File: config.mk
export PLATFORM = sky130hd
export DESIGN_NAME = set_assoc_cache_flat
export DESIGN_NICKNAME = d
export VERILOG_FILES = /design/src/rtl/set_assoc_cache_if.sv /design/src/rtl/set_assoc_cache.sv /design/src/flat_wrapper.sv
export SDC_FILE = /design/constraint.sdc
export NUM_CORES = 2
export LEC_CHECK = 0
export ABC_AREA = 1
export BUFFER_PORTS_ARGS = -buffer_cell sky130_fd_sc_hd__buf_2
export CAP_MARGIN = 40
export CORE_MARGIN = 2
export CORE_UTILIZATION = 45
export CTS_BUF_LIST = sky130_fd_sc_hd__clkbuf_8
export CTS_CLUSTER_DIAMETER = 100
export DETAILED_ROUTE_END_ITERATION = 8
export HOLD_SLACK_MARGIN = 0.05
export PLACE_DENSITY = 0.62
export SETUP_SLACK_MARGIN = 0.3
export SYNTH_ARGS = -nofsm -noshare
export SYNTH_HDL_FRONTEND = slang
export SYNTH_SLANG_ARGS = --single-unit
File: constraint.sdc
create_clock -name clk -period 21.2 [get_ports clk]
set_input_delay 1.06 -clock clk [delete_from_list [all_inputs] [get_ports clk]]
set_output_delay 1.06 -clock clk [all_outputs]
set_load 0.02 [all_outputs]
File: src/rtl/set_assoc_cache_if.sv
// set_assoc_cache_if
//   Bundles the CPU word handshake and the line-wide memory bus of the
//   set-associative data cache.
//   slave  : the cache side (takes CPU requests, issues memory requests)
//   master : the environment side (CPU stage plus backing DataMemory)
//   CPU:    is_input_valid, mem_rw, addr, din -> is_ready, is_hit,
//           is_output_valid, dout
//   Memory: mem_is_input_valid, mem_read, mem_write, mem_addr, mem_din ->
//           mem_ready, mem_is_output_valid, mem_dout
interface set_assoc_cache_if #(
    parameter int LINE_SIZE = 16
);
    logic                     is_input_valid;
    logic                     mem_rw;
    logic [31:0]              addr;
    logic [31:0]              din;
    logic                     is_ready;
    logic                     is_hit;
    logic                     is_output_valid;
    logic [31:0]              dout;

    logic                     mem_is_input_valid;
    logic                     mem_read;
    logic                     mem_write;
    logic [31:0]              mem_addr;
    logic [LINE_SIZE*8-1:0]   mem_din;
    logic                     mem_ready;
    logic                     mem_is_output_valid;
    logic [LINE_SIZE*8-1:0]   mem_dout;

    modport slave (
        input  is_input_valid, mem_rw, addr, din,
        input  mem_ready, mem_is_output_valid, mem_dout,
        output is_ready, is_hit, is_output_valid, dout,
        output mem_is_input_valid, mem_read, mem_write, mem_addr, mem_din
    );

    modport master (
        output is_input_valid, mem_rw, addr, din,
        output mem_ready, mem_is_output_valid, mem_dout,
        input  is_ready, is_hit, is_output_valid, dout,
        input  mem_is_input_valid, mem_read, mem_write, mem_addr, mem_din
    );
endinterface

File: src/rtl/set_assoc_cache.sv
// set_assoc_cache
//   N-way set-associative, write-back, write-allocate data cache with
//   true-LRU replacement. Blocking: one miss at a time.
//   Ports:
//     clk      : clock, all state changes on posedge
//     reset_n  : synchronous active-low reset
//     bus      : set_assoc_cache_if.slave (CPU handshake + memory bus)
//     hit_count, miss_count : 32-bit saturating statistics, present only
//                             when CACHE_STATS_EN is defined
//   Optional feature macro: CACHE_STATS_EN
//
//   state     | meaning
//   ----------+-----------------------------------------------------
//   IDLE      | serving hits, detecting misses (is_ready = 1)
//   WRITEBACK | writing the dirty victim line to memory
//   FILL_REQ  | requesting the missed line from memory
//   FILL_WAIT | waiting for the returned line, then installing it
module set_assoc_cache #(
    parameter int LINE_SIZE = 16,
    parameter int NUM_SETS  = 8,
    parameter int NUM_WAYS  = 2
) (
    input  logic               clk,
    input  logic               reset_n,
    set_assoc_cache_if.slave   bus
`ifdef CACHE_STATS_EN
    ,
    output logic [31:0]        hit_count,
    output logic [31:0]        miss_count
`endif
);
    localparam int OFFSET = $clog2(LINE_SIZE);
    localparam int INDEX  = $clog2(NUM_SETS);
    localparam int TAG_W  = 32 - INDEX - OFFSET;
    localparam int WAY_W  = (NUM_WAYS > 1) ? $clog2(NUM_WAYS) : 1;
    localparam int LINE_W = LINE_SIZE * 8;
    localparam int WSEL_W = OFFSET - 2;

    typedef enum logic [1:0] {IDLE, WRITEBACK, FILL_REQ, FILL_WAIT} state_t;

    state_t             state_q;
    logic               is_ready_q;
    logic               mem_valid_q;
    logic               mem_read_q;
    logic               mem_write_q;
    logic [31:0]        mem_addr_q;
    logic [LINE_W-1:0]  mem_din_q;
    logic [WAY_W-1:0]   victim_q;
    logic [INDEX-1:0]   miss_idx_q;
    logic [TAG_W-1:0]   miss_tag_q;

    logic               valid_q [NUM_SETS][NUM_WAYS];
    logic               dirty_q [NUM_SETS][NUM_WAYS];
    logic [TAG_W-1:0]   tag_q   [NUM_SETS][NUM_WAYS];
    logic [LINE_W-1:0]  data_q  [NUM_SETS][NUM_WAYS];
    logic [WAY_W-1:0]   age_q   [NUM_SETS][NUM_WAYS];

    logic [INDEX-1:0]   req_idx;
    logic [TAG_W-1:0]   req_tag;
    logic [WSEL_W-1:0]  req_word;
    logic               addr_unused;

    assign req_idx     = bus.addr[OFFSET+INDEX-1:OFFSET];
    assign req_tag     = bus.addr[31:OFFSET+INDEX];
    assign req_word    = bus.addr[OFFSET-1:2];
    assign addr_unused = ^bus.addr[1:0];

    logic               hit;
    logic [WAY_W-1:0]   hit_way;

    always_comb begin
        hit     = 1'b0;
        hit_way = '0;
        for (int w = 0; w < NUM_WAYS; w++) begin
            if (!hit && valid_q[req_idx][w] && tag_q[req_idx][w] == req_tag) begin
                hit     = 1'b1;
                hit_way = WAY_W'(w);
            end
        end
    end

    // Lowest-index invalid way wins; with a full set the oldest way goes.
    logic               found_inv;
    logic [WAY_W-1:0]   victim_way;

    always_comb begin
        found_inv  = 1'b0;
        victim_way = '0;
        for (int w = NUM_WAYS - 1; w >= 0; w--) begin
            if (!valid_q[req_idx][w]) begin
                found_inv  = 1'b1;
                victim_way = WAY_W'(w);
            end
        end
        if (!found_inv) begin
            for (int w = 0; w < NUM_WAYS; w++) begin
                if (age_q[req_idx][w] == WAY_W'(NUM_WAYS - 1)) begin
                    victim_way = WAY_W'(w);
                end
            end
        end
    end

    // One LRU touch per cycle at most: an IDLE hit or a fill install.
    logic               lru_en;
    logic [INDEX-1:0]   lru_set;
    logic [WAY_W-1:0]   lru_way;

    always_comb begin
        lru_en  = 1'b0;
        lru_set = req_idx;
        lru_way = hit_way;
        if (state_q == IDLE && bus.is_input_valid && hit) begin
            lru_en = 1'b1;
        end else if (state_q == FILL_WAIT && bus.mem_is_output_valid) begin
            lru_en  = 1'b1;
            lru_set = miss_idx_q;
            lru_way = victim_q;
        end
    end

    assign bus.is_ready           = is_ready_q;
    assign bus.is_hit             = hit;
    assign bus.is_output_valid    = is_ready_q && bus.is_input_valid && hit;
    assign bus.dout               = data_q[req_idx][hit_way][{req_word, 5'd0} +: 32];
    assign bus.mem_is_input_valid = mem_valid_q;
    assign bus.mem_read           = mem_read_q;
    assign bus.mem_write          = mem_write_q;
    assign bus.mem_addr           = mem_addr_q;
    assign bus.mem_din            = mem_din_q;

    always_ff @(posedge clk) begin
        if (!reset_n) begin
            state_q     <= IDLE;
            is_ready_q  <= 1'b1;
            mem_valid_q <= 1'b0;
            mem_read_q  <= 1'b0;
            mem_write_q <= 1'b0;
            for (int s = 0; s < NUM_SETS; s++) begin
                for (int w = 0; w < NUM_WAYS; w++) begin
                    valid_q[s][w] <= 1'b0;
                    dirty_q[s][w] <= 1'b0;
                    age_q[s][w]   <= WAY_W'(w);
                end
            end
        end else begin
            if (lru_en) begin
                for (int w = 0; w < NUM_WAYS; w++) begin
                    if (WAY_W'(w) == lru_way) begin
                        age_q[lru_set][w] <= '0;
                    end else if (age_q[lru_set][w] < age_q[lru_set][lru_way]) begin
                        age_q[lru_set][w] <= age_q[lru_set][w] + 1'b1;
                    end
                end
            end

            case (state_q)
                IDLE: begin
                    if (bus.is_input_valid) begin
                        if (hit) begin
                            if (bus.mem_rw) begin
                                data_q[req_idx][hit_way][{req_word, 5'd0} +: 32] <= bus.din;
                                dirty_q[req_idx][hit_way] <= 1'b1;
                            end
                        end else begin
                            victim_q    <= victim_way;
                            miss_idx_q  <= req_idx;
                            miss_tag_q  <= req_tag;
                            is_ready_q  <= 1'b0;
                            mem_valid_q <= 1'b1;
                            if (valid_q[req_idx][victim_way] && dirty_q[req_idx][victim_way]) begin
                                state_q     <= WRITEBACK;
                                mem_write_q <= 1'b1;
                                mem_addr_q  <= {tag_q[req_idx][victim_way], req_idx, {OFFSET{1'b0}}};
                                mem_din_q   <= data_q[req_idx][victim_way];
                            end else begin
                                state_q    <= FILL_REQ;
                                mem_read_q <= 1'b1;
                                mem_addr_q <= {req_tag, req_idx, {OFFSET{1'b0}}};
                            end
                        end
                    end
                end
                WRITEBACK: begin
                    if (bus.mem_ready) begin
                        state_q     <= FILL_REQ;
                        mem_write_q <= 1'b0;
                        mem_read_q  <= 1'b1;
                        mem_addr_q  <= {miss_tag_q, miss_idx_q, {OFFSET{1'b0}}};
                    end
                end
                FILL_REQ: begin
                    if (bus.mem_ready) begin
                        state_q     <= FILL_WAIT;
                        mem_valid_q <= 1'b0;
                        mem_read_q  <= 1'b0;
                    end
                end
                FILL_WAIT: begin
                    if (bus.mem_is_output_valid) begin
                        state_q                        <= IDLE;
                        is_ready_q                     <= 1'b1;
                        valid_q[miss_idx_q][victim_q]  <= 1'b1;
                        dirty_q[miss_idx_q][victim_q]  <= 1'b0;
                        tag_q[miss_idx_q][victim_q]    <= miss_tag_q;
                        data_q[miss_idx_q][victim_q]   <= bus.mem_dout;
                    end
                end
                default: state_q <= IDLE;
            endcase
        end
    end

`ifdef CACHE_STATS_EN
    // post_fill_q marks that the next IDLE hit is the replay of a missed
    // request and must not be counted as a hit.
    logic post_fill_q;

    always_ff @(posedge clk) begin
        if (!reset_n) begin
            hit_count   <= '0;
            miss_count  <= '0;
            post_fill_q <= 1'b0;
        end else if (state_q == FILL_WAIT && bus.mem_is_output_valid) begin
            post_fill_q <= 1'b1;
        end else if (state_q == IDLE && bus.is_input_valid) begin
            if (hit) begin
                if (!post_fill_q && hit_count != '1) begin
                    hit_count <= hit_count + 1'b1;
                end
                post_fill_q <= 1'b0;
            end else if (miss_count != '1) begin
                miss_count <= miss_count + 1'b1;
            end
        end
    end
`endif

endmodule

File: src/flat_wrapper.sv
// flat-port wrapper written by rule: the top's interface ports become plain ports
module set_assoc_cache_flat 
#(
    parameter int LINE_SIZE = 16,
    parameter int NUM_SETS  = 8,
    parameter int NUM_WAYS  = 2
)
  (clk, reset_n, bus_is_input_valid, bus_mem_rw, bus_addr, bus_din, bus_mem_ready, bus_mem_is_output_valid, bus_mem_dout, bus_is_ready, bus_is_hit, bus_is_output_valid, bus_dout, bus_mem_is_input_valid, bus_mem_read, bus_mem_write, bus_mem_addr, bus_mem_din);
  set_assoc_cache_if #(.LINE_SIZE(LINE_SIZE)) bus_i ();
  input  logic clk;
  input  logic reset_n;
  input wire logic [$bits(bus_i.is_input_valid)-1:0] bus_is_input_valid;
  input wire logic [$bits(bus_i.mem_rw)-1:0] bus_mem_rw;
  input wire logic [$bits(bus_i.addr)-1:0] bus_addr;
  input wire logic [$bits(bus_i.din)-1:0] bus_din;
  input wire logic [$bits(bus_i.mem_ready)-1:0] bus_mem_ready;
  input wire logic [$bits(bus_i.mem_is_output_valid)-1:0] bus_mem_is_output_valid;
  input wire logic [$bits(bus_i.mem_dout)-1:0] bus_mem_dout;
  output wire logic [$bits(bus_i.is_ready)-1:0] bus_is_ready;
  output wire logic [$bits(bus_i.is_hit)-1:0] bus_is_hit;
  output wire logic [$bits(bus_i.is_output_valid)-1:0] bus_is_output_valid;
  output wire logic [$bits(bus_i.dout)-1:0] bus_dout;
  output wire logic [$bits(bus_i.mem_is_input_valid)-1:0] bus_mem_is_input_valid;
  output wire logic [$bits(bus_i.mem_read)-1:0] bus_mem_read;
  output wire logic [$bits(bus_i.mem_write)-1:0] bus_mem_write;
  output wire logic [$bits(bus_i.mem_addr)-1:0] bus_mem_addr;
  output wire logic [$bits(bus_i.mem_din)-1:0] bus_mem_din;
  assign bus_i.is_input_valid = bus_is_input_valid;
  assign bus_i.mem_rw = bus_mem_rw;
  assign bus_i.addr = bus_addr;
  assign bus_i.din = bus_din;
  assign bus_i.mem_ready = bus_mem_ready;
  assign bus_i.mem_is_output_valid = bus_mem_is_output_valid;
  assign bus_i.mem_dout = bus_mem_dout;
  assign bus_is_ready = bus_i.is_ready;
  assign bus_is_hit = bus_i.is_hit;
  assign bus_is_output_valid = bus_i.is_output_valid;
  assign bus_dout = bus_i.dout;
  assign bus_mem_is_input_valid = bus_i.mem_is_input_valid;
  assign bus_mem_read = bus_i.mem_read;
  assign bus_mem_write = bus_i.mem_write;
  assign bus_mem_addr = bus_i.mem_addr;
  assign bus_mem_din = bus_i.mem_din;
  set_assoc_cache #(.LINE_SIZE(LINE_SIZE), .NUM_SETS(NUM_SETS), .NUM_WAYS(NUM_WAYS)) u_core (.clk(clk), .reset_n(reset_n), .bus(bus_i));
endmodule
==> results.py <==
metrics = {
    "outcome": {
        "status": "completed",
    },
    "power_and_ir_drop": {
        "power.internal_mw": 8.32,
        "seqPwrFrac_pct": 53.1,
        "peakVddDrop_mv": 0.0580,
        "p_comb_share_pct": 9.3,
        "clockPowerShare_pct": 37.6,
        "power_density_nw_per_um2": 88.0,
        "leakagePower_nw": 45.5,
        "p_sw_mw": 2.86,
        "switching_share_pct": 25.6,
    },
    "yosys": {
        "synth_edf_count": 2662,
        "ys_seq_area_share_pct": 72.0,
        "synthesis.area_sq_um": 112000,
        "synth.avg_cell_area_sq_um": 11.4,
        "ys_types": 42,
        "synthFlopType": "edfxtp_1",
        "synth_warnings": 0,
        "synthArstFlopShare_pct": 0,
        "ys_ff_latch": 2687,
        "synth_cells": 9775,
    },
    "sta": {
        "drv_slew": 0,
        "setup_viol": 0,
        "tns_ps": 0,
        "finalCriticalPeriod_ps": 8970,
        "post-route-worst-setup-slack_ps": 12230,
        "relSlewSlack_pct": 15.2,
        "fmax_mhz": 111,
        "tightest_slew_ps": 1270,
        "hold_slack_ps": 159,
        "post-route-period-util_pct": 42.3,
        "rsz0062_at_grt": "false",
        "fin_worst_skew_ps": 143,
        "hold_viol_final": 0,
    },
    "critical_path": {
        "critPathMaxFanout": 218,
        "timing.rr.end": "u_core.data_q[1][200]",
        "cp_data_arrival_time_ps": 7910,
        "required_ps": 20140,
        "start_kind": "input port",
        "r2r_cells": 19,
        "r2r-start": "u_core.tag_q[4][40]",
        "cp-startpoint": "bus_addr[4]",
        "regToRegSetupSlack_ps": 15780,
        "critical_path_class": "input port to output pin",
        "end_kind": "output pin",
    },
    "clock_tree": {
        "cts-htree-levels": 5,
        "cts_root_buffer": "clkbuf_8",
        "cts.sinks": 2687,
        "cts_tree": "yes",
        "cts_buffer_depth": 4,
        "cts_resized": 0,
        "cts_buffers": 442,
        "clock_latency_ps": 1150,
        "cts_setup_buffers": 0,
        "clk_pin_slew_ps": 60,
        "holdBufCountCts": 0,
    },
    "floorplanning": {
        "chipHeight_microns": 502,
        "fp.dieArea_sq_um": 252000,
        "core_area_sq_um": 246000,
        "io_pins": 396,
        "core.rowCount": 182,
        "die_w_microns": 502,
        "start_util_pct": 45.4,
    },
    "finish": {
        "postLayoutCellArea_sq_um": 127000,
        "area_growth_pct": 13.7,
        "drive_above_1_share_pct": 13.2,
        "nets": 10500,
    },
    "worst_hold_path": {
        "min_to": "u_core.miss_tag_q[16]",
        "min_path_cells": 1,
        "hold_path_class": "input port to register",
        "hold_start": "bus_addr[23]",
    },
    "job": {
        "cap_violations": 0,
    },
    "place": {
        "dp_hpwl_mm": 220,
        "io_buffer_count": 389,
        "place_area_sq_um": 119000,
        "gp_congestion": 0.953,
        "dp_slack_ps": 12720,
    },
    "route": {
        "wirelength_mm": 378,
        "postRouteAntennaNets": 0,
        "via_count": 81800,
        "drt-initial-drc-count": 11300,
        "post-route-drc-count": 0,
        "viasPerCell": 5.85,
        "dr.pass1.iters": 6,
        "wl_per_cell_microns": 27.0,
    },
    "global_routing": {
        "grt_use_total_pct": 29.1,
        "antenna_found_initial": 36,
        "grt_overflow": 0,
        "grt_pass1_wl_mm": 529,
        "first_global_vias": 76400,
        "grt_max_degree": 263,
    },
}
[layer usage]
metal / wire [microns] / share of wire (%) / up-vias / global-route usage [%]
li1: - / - / 35800 / -
met1: 144000 / 38 / 39900 / 38.8
met2: 165000 / 44 / 5057 / 43.2
met3: 44700 / 12 / 939 / 7.39
met4: 24100 / 6.4 / 20 / 16.9
met5: 265 / 0.070 / - / 0.419
[sequential cells by signal, summed over array words and instances (netlist names)]
name / cells
u_core.data_q: 2048
u_core.tag_q: 400
u_core.bus.mem_din: 128
u_core.bus.mem_addr: 28
u_core.miss_tag_q: 25
u_core.age_q: 16
u_core.dirty_q: 16
u_core.valid_q: 16
u_core.miss_idx_q: 3
u_core.state_q: 2
u_core.bus.is_ready: 1
u_core.bus.mem_is_input_valid: 1
u_core.bus.mem_read: 1
u_core.bus.mem_write: 1
u_core.victim_q: 1
[power groups by stage]
stage                     combinational [mW]  clock (mW)  sequential, mW
after global routing                    1.10        4.48            5.95
final                                   1.04        4.21            5.94
after detailed placement               0.999           0            6.05
after CTS                               1.00        4.24            5.94
after global placement                 0.952           0            6.05
after floorplan                        0.521           0            6.06
[worst max-delay path, stage by stage]
cell and delay, ps:
buf_8 270, inv_16 700, buf_4 770, nand2_1 110, nand2_1 90, nand2_1 50, nand2_1 90, nand2_1 100
nand3_1 170, nand2_1 70, nor2_1 80, nand2_1 60, inv_1 60, nand2_1 60, nor2_1 120, nand2_1 100
inv_1 100, nand2_4 210, inv_8 520, buf_4 820, nor2_1 240, o22ai_1 640, nor2_1 410, a31oi_1 500
buf_2 260
[synth_stat cells, types with 8 or more instances]
cell type,instances,area [sq um]
edfxtp_1,2662,79900
nand2_1,1993,7480
nor2_1,1508,5660
o21ai_0,1354,6780
o22ai_1,550,3440
clkbuf_1,478,1790
inv_1,388,1460
nand3_1,323,1620
a31oi_1,91,569
o211ai_1,83,623
buf_2,80,400
buf_1,44,165
o21ai_1,40,200
a21oi_1,34,170
dfxtp_1,25,500
buf_6,21,236
nor3_1,18,90.1
buf_4,15,113
ha_1,9,113
nand2_2,8,50.1
o31ai_1,8,60.1
[cells by family (layout without fill, tap and decap cells)]
kind of cell	count (synthesis)	after routing	share of synthesized area, %
simple gates	3875	3875	13.5
flops	2687	2687	72.0
buf+inv	1035	1893	3.78
other cells	1	20	0.00335
fa+ha+maj	9	9	0.101
compound gates	2168	2168	10.7
[cells in the final DEF (no fill, tap or decap), types with 16 or more instances in the layout]
cell       synthesis  final
inv_1            388    515
o22ai_1          550    550
dfxtp_1           25     25
nor3_1            18     17
a21oi_1           34     34
clkinv_1           1    106
buf_2             80    396
a31oi_1           91     90
buf_4             15    281
o21ai_0         1354   1275
o21ai_1           40    100
edfxtp_1        2662   2662
nand3_1          323    323
clkbuf_8           0    449
o211ai_1          83     83
nor2_1          1508   1424
bufinv_16          0     17
o21ai_2            2     21
nand2_1         1993   1990
diode_2            0     16
clkinv_2           0     50
nor2_4             0     83
buf_8              1     20
[final cells by class]
type	count	area (sq um)
Antenna cell	16	40.0
Multi-Input combinational cell	6056	27900
Timing Repair Buffer	737	5220
Inverter	395	1520
Sequential cell	2687	80400
Fill cell	21300	119000
Clock buffer	449	6180
Tap cell	3312	4140
Clock inverter	312	1740
[worst max-delay path by stage]
stage / end / slack, ps / cells after the start
5_1_grt: bus_dout[23] / 12020 / 25
3_5_place_dp: bus_dout[19] / 12720 / 25
3_3_place_gp: bus_dout[5] / 12570 / 25
6_report: bus_dout[23] / 12230 / 25
4_1_cts: bus_dout[19] / 12690 / 25
2_1_floorplan: u_core.bus.mem_din[0] / 5590 / 15
[per-stage QoR]
step           utilization [%]  power [mW]  instances
2_1_floorplan                -        6.59       9778
3_3_place_gp              47.9        7.00      13100
3_5_place_dp              48.4        7.05      13200
4_1_cts                   51.6        11.2      13900
5_1_grt                   51.6        11.5      14000
6_report                  51.6        11.2      14000
(Power assumes the default switching activity.)
